### src/rtl/jump_pkg.sv
// Shared definitions for the doodle-jump game-control block.
// Contents:
//   game_state_t  - encoding of the game-state FSM (START / PLAY / FREEZE)
//   KEY_START     - USB keycode for Enter, starts or restarts a game
//   KEY_STOP      - USB keycode for Esc, freezes play
//   KEY_RESUME    - USB keycode for Space, resumes from freeze
package jump_pkg;

  typedef enum logic [2:0] {
    START  = 3'b000,
    PLAY   = 3'b001,
    FREEZE = 3'b010
  } game_state_t;

  localparam logic [7:0] KEY_START  = 8'd40;
  localparam logic [7:0] KEY_STOP   = 8'd41;
  localparam logic [7:0] KEY_RESUME = 8'd44;

endpackage

### src/rtl/jump_ctrl_if.sv
// Bundle of the game-control signals shared between the keyboard / physics
// side (master) and the jump_ctrl block (slave).
// Signals:
//   keycode     master->slave  current keyboard keycode, 0 = no key
//   cnt_clear   master->slave  synchronous clear of both counters
//   cnt_enable  master->slave  count enable for the fast counter
//   outstate    slave->master  game state code
//   loadplat    slave->master  platforms must be reloaded while high
//   count_fast  slave->master  fast (frame) counter value
//   count_slow  slave->master  slow counter value
interface jump_ctrl_if #(
  parameter int FAST_W = 7,
  parameter int SLOW_W = 2
);

  logic [7:0]        keycode;
  logic              cnt_clear;
  logic              cnt_enable;
  logic [2:0]        outstate;
  logic              loadplat;
  logic [FAST_W-1:0] count_fast;
  logic [SLOW_W-1:0] count_slow;

  modport master (
    output keycode, cnt_clear, cnt_enable,
    input  outstate, loadplat, count_fast, count_slow
  );

  modport slave (
    input  keycode, cnt_clear, cnt_enable,
    output outstate, loadplat, count_fast, count_slow
  );

endinterface

### src/rtl/jump_ctrl_up_counter.sv
// Generic wrapping up-counter used for the jump velocity-decay timers.
// Ports:
//   frame_clk  in   frame clock
//   Reset      in   asynchronous active-high reset to 0
//   clear      in   synchronous clear, wins over enable
//   enable     in   increment by one when high
//   out        out  counter value, wraps from all-ones to 0
module up_counter #(
  parameter int W = 4
) (
  input  logic         frame_clk,
  input  logic         Reset,
  input  logic         clear,
  input  logic         enable,
  output logic [W-1:0] out
);

  always_ff @(posedge frame_clk or posedge Reset) begin
    if (Reset) begin
      out <= '0;
    end else if (clear) begin
      out <= '0;
    end else if (enable) begin
      out <= out + 1'b1;
    end
  end

endmodule

### src/rtl/jump_ctrl.sv
// Frame-rate game-control block for the doodle-jump datapath.
// Decodes edge-detected USB keycodes into the START / PLAY / FREEZE game
// state, drives the platform-load strobe, and times jump velocity decay
// with two cascaded up-counters that only run while the game is in PLAY.
// Ports:
//   frame_clk  in   frame clock, one rising edge per video frame
//   Reset      in   asynchronous active-high reset
//   bus        slave side of jump_ctrl_if (keycode, counter controls in;
//              outstate, loadplat, count_fast, count_slow out)
module jump_ctrl #(
  parameter int         FAST_W     = 7,
  parameter int         SLOW_W     = 2,
  parameter int         SLOW_TAP   = 5,
  parameter logic [7:0] KEY_START  = 8'd40,
  parameter logic [7:0] KEY_STOP   = 8'd41,
  parameter logic [7:0] KEY_RESUME = 8'd44
) (
  input  logic        frame_clk,
  input  logic        Reset,
  jump_ctrl_if.slave  bus
);

  import jump_pkg::*;

  // Kept as a plain vector so that an out-of-range code can exist and be
  // recovered from, rather than being hidden by the enum type.
  logic [2:0]  state;
  game_state_t next_state;
  logic [7:0]  prev_key;

  logic hit_start;
  logic hit_stop;
  logic hit_resume;
  logic cnt_clear_eff;
  logic slow_enable;

  // A key only acts on the frame it first appears, so a held key fires once.
  assign hit_start  = (bus.keycode == KEY_START)  && (prev_key != KEY_START);
  assign hit_stop   = (bus.keycode == KEY_STOP)   && (prev_key != KEY_STOP);
  assign hit_resume = (bus.keycode == KEY_RESUME) && (prev_key != KEY_RESUME);

  always_ff @(posedge frame_clk or posedge Reset) begin
    if (Reset) begin
      state    <= START;
      prev_key <= 8'd0;
    end else begin
      state    <= next_state;
      prev_key <= bus.keycode;
    end
  end

  always_comb begin
    next_state = START;
    case (state)
      START: begin
        if (hit_start) next_state = PLAY;
        else           next_state = START;
      end
      PLAY: begin
        if (hit_stop)       next_state = FREEZE;
        else if (hit_start) next_state = START;
        else                next_state = PLAY;
      end
      FREEZE: begin
        if (hit_resume)     next_state = PLAY;
        else if (hit_start) next_state = START;
        else                next_state = FREEZE;
      end
      default: next_state = START;
    endcase
  end

  // Counters are held at zero outside PLAY; the slow counter advances on
  // every enabled frame where the tapped fast-counter bit is set.
  always_comb begin
    bus.outstate  = state;
    bus.loadplat  = (state == START);
    cnt_clear_eff = bus.cnt_clear || (state != PLAY);
    slow_enable   = bus.cnt_enable && bus.count_fast[SLOW_TAP];
  end

  up_counter #(.W(FAST_W)) u_fast (
    .frame_clk (frame_clk),
    .Reset     (Reset),
    .clear     (cnt_clear_eff),
    .enable    (bus.cnt_enable),
    .out       (bus.count_fast)
  );

  up_counter #(.W(SLOW_W)) u_slow (
    .frame_clk (frame_clk),
    .Reset     (Reset),
    .clear     (cnt_clear_eff),
    .enable    (slow_enable),
    .out       (bus.count_slow)
  );

endmodule

### src/flat_wrapper.sv
// flat-port wrapper written by rule: the top's interface ports become plain ports
module jump_ctrl_flat import jump_pkg::*;
#(
  parameter int         FAST_W     = 7,
  parameter int         SLOW_W     = 2,
  parameter int         SLOW_TAP   = 5,
  parameter logic [7:0] KEY_START  = 8'd40,
  parameter logic [7:0] KEY_STOP   = 8'd41,
  parameter logic [7:0] KEY_RESUME = 8'd44
)
  (frame_clk, Reset, bus_keycode, bus_cnt_clear, bus_cnt_enable, bus_outstate, bus_loadplat, bus_count_fast, bus_count_slow);
  jump_ctrl_if #(.FAST_W(FAST_W), .SLOW_W(SLOW_W)) bus_i ();
  input  logic frame_clk;
  input  logic Reset;
  input wire logic [$bits(bus_i.keycode)-1:0] bus_keycode;
  input wire logic [$bits(bus_i.cnt_clear)-1:0] bus_cnt_clear;
  input wire logic [$bits(bus_i.cnt_enable)-1:0] bus_cnt_enable;
  output wire logic [$bits(bus_i.outstate)-1:0] bus_outstate;
  output wire logic [$bits(bus_i.loadplat)-1:0] bus_loadplat;
  output wire logic [$bits(bus_i.count_fast)-1:0] bus_count_fast;
  output wire logic [$bits(bus_i.count_slow)-1:0] bus_count_slow;
  assign bus_i.keycode = bus_keycode;
  assign bus_i.cnt_clear = bus_cnt_clear;
  assign bus_i.cnt_enable = bus_cnt_enable;
  assign bus_outstate = bus_i.outstate;
  assign bus_loadplat = bus_i.loadplat;
  assign bus_count_fast = bus_i.count_fast;
  assign bus_count_slow = bus_i.count_slow;
  jump_ctrl #(.FAST_W(FAST_W), .SLOW_W(SLOW_W), .SLOW_TAP(SLOW_TAP), .KEY_START(KEY_START), .KEY_STOP(KEY_STOP), .KEY_RESUME(KEY_RESUME)) u_core (.frame_clk(frame_clk), .Reset(Reset), .bus(bus_i));
endmodule
### config.mk
export PLATFORM = sky130hd
export DESIGN_NAME = jump_ctrl_flat
export DESIGN_NICKNAME = d
export VERILOG_FILES = /design/src/rtl/jump_pkg.sv /design/src/rtl/jump_ctrl_if.sv /design/src/rtl/jump_ctrl_up_counter.sv /design/src/rtl/jump_ctrl.sv /design/src/flat_wrapper.sv
export SDC_FILE = /design/constraint.sdc
export NUM_CORES = 1
export LEC_CHECK = 0
export BUFFER_PORTS_ARGS = -buffer_cell sky130_fd_sc_hd__buf_2
export CORE_UTILIZATION = 25
export DETAILED_ROUTE_END_ITERATION = 10
export GPL_TIMING_DRIVEN = 0
export PLACE_DENSITY_LB_ADDON = 0.3
export SKIP_CTS_REPAIR_TIMING = 1
export SYNTH_ARGS = -nofsm -noshare
export SYNTH_HDL_FRONTEND = slang
export SYNTH_SLANG_ARGS = --single-unit
### constraint.sdc
create_clock -name frame_clk -period 2.23 [get_ports frame_clk]
set_input_delay 0.669 -clock frame_clk [delete_from_list [all_inputs] [get_ports frame_clk]]
set_output_delay 0.669 -clock frame_clk [all_outputs]
set_load 0.05 [all_outputs]
==> summary.txt, run 1 <==
Clock tree
  • Clock buffer count from CTS: 3
  • Reg clk slew, reported paths: 0.10 ns
  • CTS tree: built
  • H-tree Lvls: 1
  • Worst-Skew Late Latency: 0.29 ns
  • Clock tree sinks: 19
  • CTS root buf: clkbuf_4
  • CTS Buffer Depth: 2

Route
  • Starting DRT DRC Count: 59
  • Via count: approximately 650
  • Via density: 4.53
  • Drt drc: 0
  • Drt pass-1 iters: 2
  • Routed WL per cell: around 11 um
  • ANT nets after route: 0
  • Total wire length: ~1600 um

Global route
  • Largest net degree at the start of global routing: 20
  • Global-route wire length before repair: 2610 um
  • Initial antenna violation count: 0
  • GRT Resource Usage Total: 0.0973
  • Remaining global-route overflow: 0
  • Vias in the first global route: 607

Synth
  • Top cells by area, synth: dfrtp_1, xor2_1, nor2_1
  • Mapped cell area: about 850 um^2
  • Cell taking the most area after synthesis: dfrtp_1
  • Synthesized net count: 87
  • Synth Instances: 74
  • Number of synthesized register bits: 19
  • Area share of the largest cell type after synthesis: 0.560
  • Syn_area_per_cell: ~11 um^2
  • Seq/Total Area, Yosys: 0.560
  • Post-synthesis cell type count: 32
  • Yosys Warn Count: 0

Cells and area
  • Post-layout util: 0.333
  • Register area: 475 um^2
  • Nets: roughly 110
  • Fillers: 335
  • Cell Count, Final, Fillers Out: 144
  • Most common cell after layout, fill and taps aside: buf_2
  • P&R area growth vs syn: 22.5%
  • Fraction of layout cells with a size suffix above 1: 0.300
  • N_diodes: 0
  • Most frequent cells in the layout: buf_2, dfrtp_1, nor2_1
  • Multi-input gate area: 350 um^2

Setup path
  • Arrival @ worst endpoint: 1.10 ns
  • Critical path class: reg2out
  • Setup crit end kind: primary output
  • Slowest stage delay, CP: around 0.44 ns
  • CP Max Fanout: 6
  • Worst r2r path cells: 4
  • Setup crit start kind: register
  • Reg2reg start: u_core.prev_key[2]
  • Critical Path RT: ~1.6 ns
  • Crit path to: bus_loadplat
  • Worst reg-to-reg setup slack: 0.79 ns
  • Reg2reg end: u_core.bus.outstate[0]
  • CP bufs+invs: 1
  • Gate family responsible for the most delay along the worst path: flip-flops
  • WP depth: 2
  • Worst-path cell chain: nor2_1, buf_2
  • Critical-path top delay cell: dfrtp_1
  • Critical path startpoint: u_core.bus.outstate[0]

Timing
  • Period utilization: 0.791
  • Worst Tran Pin Value: 0.717 ns
  • Peak Freq: 567 MHz
  • Worst Skew: 0.000695 ns
  • Relative max-transition margin: 0.521
  • Slew Viols, Final: 0
  • RSZ-0062 raised after global routing: false
  • Final setup violating endpoints: 0
  • Total Neg Setup Slack: 0 ns
  • Post-layout min period: 1.76 ns
  • Hold Vio Cnt, Final: 0

Status
  • Run status: complete, no violations

Floorplan
  • Initial Utilization: 0.272
  • Num rows: 20
  • Die H: approximately 60 um
  • Core area: 3130 um^2
  • Die area: 3640 um^2
  • Die W: 60.3 um
  • IO Count: 25

Job
  • Max Cap Violations: 0

Power
  • Worst VDD drop: between 0.0002 and 0.00025 V
  • Leakage power: 0.461 nW
  • PD cells: between 600 and 700 nW/um^2

Placement
  • Dpl cells: 140
  • Port bufs: 22
  • Detailed Place HPWL: 1180 um
  • Gpl congestion: about 0.72

Worst hold path
  • Tightest Hold Check Type: in2async
[registers in the layout, indices dropped and copies added, names as in the netlist]
name / flops
u_core.u_slow.out: 2
u_core.u_fast.out: 7
u_core.bus.outstate: 2
u_core.prev_key: 8
[how the worst min path moves through the flow]
stage / from / end / slack (ns) / cells after the start
global placement: u_core.u_slow.out[1] / u_core.u_slow.out[1] / 0.52 / 2
detailed placement: u_core.u_slow.out[1] / u_core.u_slow.out[1] / 0.53 / 2
floorplan: u_core.prev_key[0] / u_core.bus.outstate[1] / 0.60 / 3
global route: bus_keycode[1] / u_core.prev_key[1] / 0.47 / 1
CTS: bus_keycode[5] / u_core.prev_key[5] / 0.48 / 1
finish: Reset / u_core.prev_key[5] / 0.48 / 2
[worst register-to-register path, stage by stage, from the launching register on]
cell	delay (ns)
dfrtp_1	0.41
or4b_1	0.55
o211ai_1	0.19
o211ai_1	0.11
o311ai_1	0.10
[metrics by stage]
stage	total power, mW	instance area, um^2	hold slack (ns)	worst slack [ns]
floorplan	0.460	850	0.597	0.244
global placement	0.492	1010	0.520	0.380
detailed placement	0.493	1010	0.526	0.356
CTS	0.665	1040	0.479	0.444
global route	0.688	1040	0.467	0.390
finish	0.653	1040	0.478	0.465
[cell usage after synthesis]
cell type	count
a21oi_1	2
and4bb_2	1
buf_2	1
buf_4	1
clkbuf_1	1
conb_1	1
dfrtp_1	19
ha_1	1
inv_1	2
mux2i_1	1
nand2_1	5
nand2b_1	2
nand3_1	1
nand4_1	2
nand4bb_4	1
nor2_1	8
nor2b_1	1
nor4_1	1
nor4_2	1
nor4b_1	2
o2111ai_1	1
o211ai_1	2
o21ai_0	2
o21ai_1	1
o311ai_1	2
o31ai_1	1
or2_1	1
or3_1	2
or4_1	1
or4b_1	1
xnor2_1	1
xor2_1	5
[where the power goes]
group / internal, mW / switching [mW] / total [mW]
Sequential: 0.359 / 0.0118 / 0.371
Clock: 0.0695 / 0.0983 / 0.168
Combinational: 0.0301 / 0.0840 / 0.114
[per-layer routing]
metal | track usage | part of all wire
met4 | 0.0199 | 0.0083
met5 | 0 | 0
met1 | 0.118 | 0.42
met2 | 0.162 | 0.50
met3 | 0.0390 | 0.070
[final cells by class]
| cell class | instances | area share |
|---|---|---|
| multi-input combinational | 50 | 0.337 |
| sequential | 19 | 0.457 |
| clock buffer | 4 | 0.0252 |
| timing repair buffer | 22 | 0.106 |
| buffer | 3 | 0.0156 |
| tap | 44 | 0.0529 |
| inverter | 2 | 0.00721 |
[cells by family after synthesis]
kind of cell	share of synthesized area
flops	0.560
fa+ha+maj	0.0147
mux	0.0118
other cells	0.00441
buf+inv	0.0280
compound gates	0.0869
xor+xnor	0.0619
simple gates	0.233
(Power assumes the default switching activity.)
==> run 2, diff against run 1 <==
clock period = 1.7 ns   (was 2.23 ns; I/O delays follow)
==> run 2 against run 1 <==
Effect of this change: non-clock buffer count stayed put; clock power is 33% higher; clock skew is 0.00068 ns higher; global-route usage is 0.40 points higher; final area is 0.24% higher; count of clock-buffer cells in the layout stayed put; cell count stayed put; routed wire length is 0.64% lower; largest cell class unchanged; first-iteration DRC count is 66% lower; critical path type unchanged; via count is 2.9% lower; worst hold slack worse by 0.15 ns; largest power group unchanged; critical endpoint unchanged.
==> summary.txt, run 2 (synthesized netlist as in run 1, its figures left out) <==
Cells and area
  • Multi-input gate area: 353 um^2 (+0.71%)
  • N_diodes: 0 (unchanged)
  • Fillers: 327 (-2.4%)
  • Most common cell after layout, fill and taps aside: buf_2
  • Largest register FFs: 8 (unchanged)
  • Nets: 114 (unchanged)
  • Biggest regs: u_core.prev_key (8), u_core.u_fast.out (7)
  • Largest reg by FF count: u_core.prev_key
  • P&R area growth vs syn: 22.8%
  • Fraction of layout cells with a size suffix above 1: 0.310 (+0.0100)
  • Most frequent cells in the layout: buf_2, dfrtp_1, nor2_1
  • Register area: 475 um^2 (unchanged)

Floorplan
  • Die H: 60.3 um (unchanged)
  • Die area: 3640 um^2 (unchanged)
  • Core area: 3130 um^2 (unchanged)
  • Die W: 60.3 um (unchanged)
  • Num rows: 20 (unchanged)
  • Initial Utilization: 0.272 (unchanged)
  • IO Count: 25 (unchanged)

Setup path
  • Arrival @ worst endpoint: 1.09 ns (about the same)
  • Reg2reg end: u_core.bus.outstate[0]
  • Worst r2r path cells: 4 (unchanged)
  • Setup crit end kind: primary output
  • Critical Path RT: 1.19 ns (-0.37 ns)
  • Critical path class: reg2out
  • CP Max Fanout: 6 (unchanged)
  • Setup crit start kind: register
  • Worst reg-to-reg setup slack: 0.24 ns (-0.55 ns)
  • Reg2reg start: u_core.prev_key[2]

Power
  • Internal: 0.602 mW (+31%)
  • Comb pwr share: 0.174 (about the same)
  • PD cells: 828 nW/um^2 (+32%)
  • Reg power frac: 0.566 (-0.002)
  • Switch Pwr: 0.262 mW (+35%)
  • Clock share of power: 0.259 (+0.002)
  • Overall power: 0.864 mW (+32%)
  • Switching Fraction: 0.303 (+0.00536)
  • Leakage power: 0.461 nW (about the same)
  • Worst VDD drop: 0.000237 V (+4.1%)

Clock tree
  • CTS tree: built
  • H-tree Lvls: 1 (unchanged)
  • CTS Buffer Depth: 2 (unchanged)
  • Clock buffer count from CTS: 3 (unchanged)
  • Worst-Skew Late Latency: 0.29 ns (about the same)
  • Clock tree sinks: 19 (unchanged)
  • Reg clk slew, reported paths: 0.10 ns (about the same)
  • CTS root buf: clkbuf_4

Global route
  • GRT Resource Usage Total: 0.101 (+0.00398)
  • Global-route wire length before repair: 2680 um (+2.6%)
  • Remaining global-route overflow: 0 (unchanged)
  • Largest net degree at the start of global routing: 20 (unchanged)
  • Vias in the first global route: 614 (+1.2%)
  • Initial antenna violation count: 0 (unchanged)

Timing
  • Slew Viols, Final: 0 (unchanged)
  • Period utilization: 0.943
  • Hold Vio Cnt, Final: 0 (unchanged)
  • Worst Skew: 0.00137 ns (+0.000676 ns)
  • RSZ-0062 raised after global routing: false
  • Total Neg Setup Slack: 0 ns (unchanged)
  • Relative max-transition margin: 0.520 (-0.00171)
  • Peak Freq: 624 MHz
  • Post-route setup slack: 0.0973 ns (-0.368 ns)
  • WHS: 0.323 ns (-0.155 ns)
  • Worst Tran Pin Value: 0.720 ns (+0.00257 ns)
  • Post-layout min period: approximately 1.6 ns
  • Final setup violating endpoints: 0 (unchanged)

Route
  • Drt pass-1 iters: 4 (+2)
  • Drt drc: 0 (unchanged)
  • Starting DRT DRC Count: 20 (-66%)
  • Via count: 634 (-2.9%)
  • Total wire length: 1550 um (-0.64%)
  • ANT nets after route: 0 (unchanged)
  • Via density: 4.40 (-2.9%)
  • Routed WL per cell: 10.8 um (-0.64%)

Status
  • Run status: complete, no violations

Worst hold path
  • Tightest Hold Check Type: in2async

Job
  • Max Cap Violations: 0 (unchanged)

Placement
  • Gpl congestion: 0.754 (+4.2%)
  • Detailed Place HPWL: 1240 um (+5.1%)
  • Place WS: -0.0471 ns (-0.403 ns)
  • Port bufs: 22 (unchanged)
-- run 2: power groups by stage --
stage / registers [mW] / clock network, mW / logic (mW)
after floorplan: 0.528 / 0 / 0.0780
after global placement: 0.497 / 0 / 0.151
after detailed placement: 0.499 / 0 / 0.153
after CTS: 0.490 / 0.238 / 0.153
after global routing: 0.493 / 0.262 / 0.164
final: 0.489 / 0.224 / 0.151
-- run 2: layer usage --
layer  global-route usage  vias to the layer above  wire length [um]  share of wire
met4               0.0498                        0                 8         0.0052
li1                     -                      315                 -              -
met5                    0                        -                 0              0
met1                0.124                      300               681           0.44
met3               0.0260                        2                90          0.058
met2                0.163                       17               773           0.50
-- run 2: worst max-delay path by stage --
stage                      startpoint                     end  slack [ns]  cells past startpoint
6_report       u_core.bus.outstate[0]            bus_loadplat         0.1                      2
5_1_grt        u_core.bus.outstate[0]            bus_loadplat        0.02                      2
4_1_cts        u_core.bus.outstate[0]            bus_loadplat        0.07                      2
3_5_place_dp           bus_keycode[4]  u_core.bus.outstate[0]       -0.05                      5
3_3_place_gp           bus_keycode[4]  u_core.bus.outstate[0]      -0.004                      5
2_1_floorplan    u_core.u_fast.out[0]    u_core.u_fast.out[6]        0.08                      4
-- run 2: cell type report --
class                           count  area share
Buffer                              3      0.0156
Clock buffer                        4      0.0252
Inverter                            2     0.00719
Multi-Input combinational cell     50       0.338
Sequential cell                    19       0.456
Tap cell                           44      0.0528
Timing Repair Buffer               22       0.106
-- run 2: metrics by stage --
stage	cells	area (um^2)	utilization
after global placement	140	1020	0.325
after floorplan	74	852	-
after global routing	144	1040	0.334
final	144	1040	0.334
after detailed placement	140	1020	0.325
after CTS	144	1040	0.334
-- run 2: critical path, stage by stage, from the launching register on --
cell and delay, ns:
dfrtp_1 0.44, nor2_2 0.11, buf_2 0.26
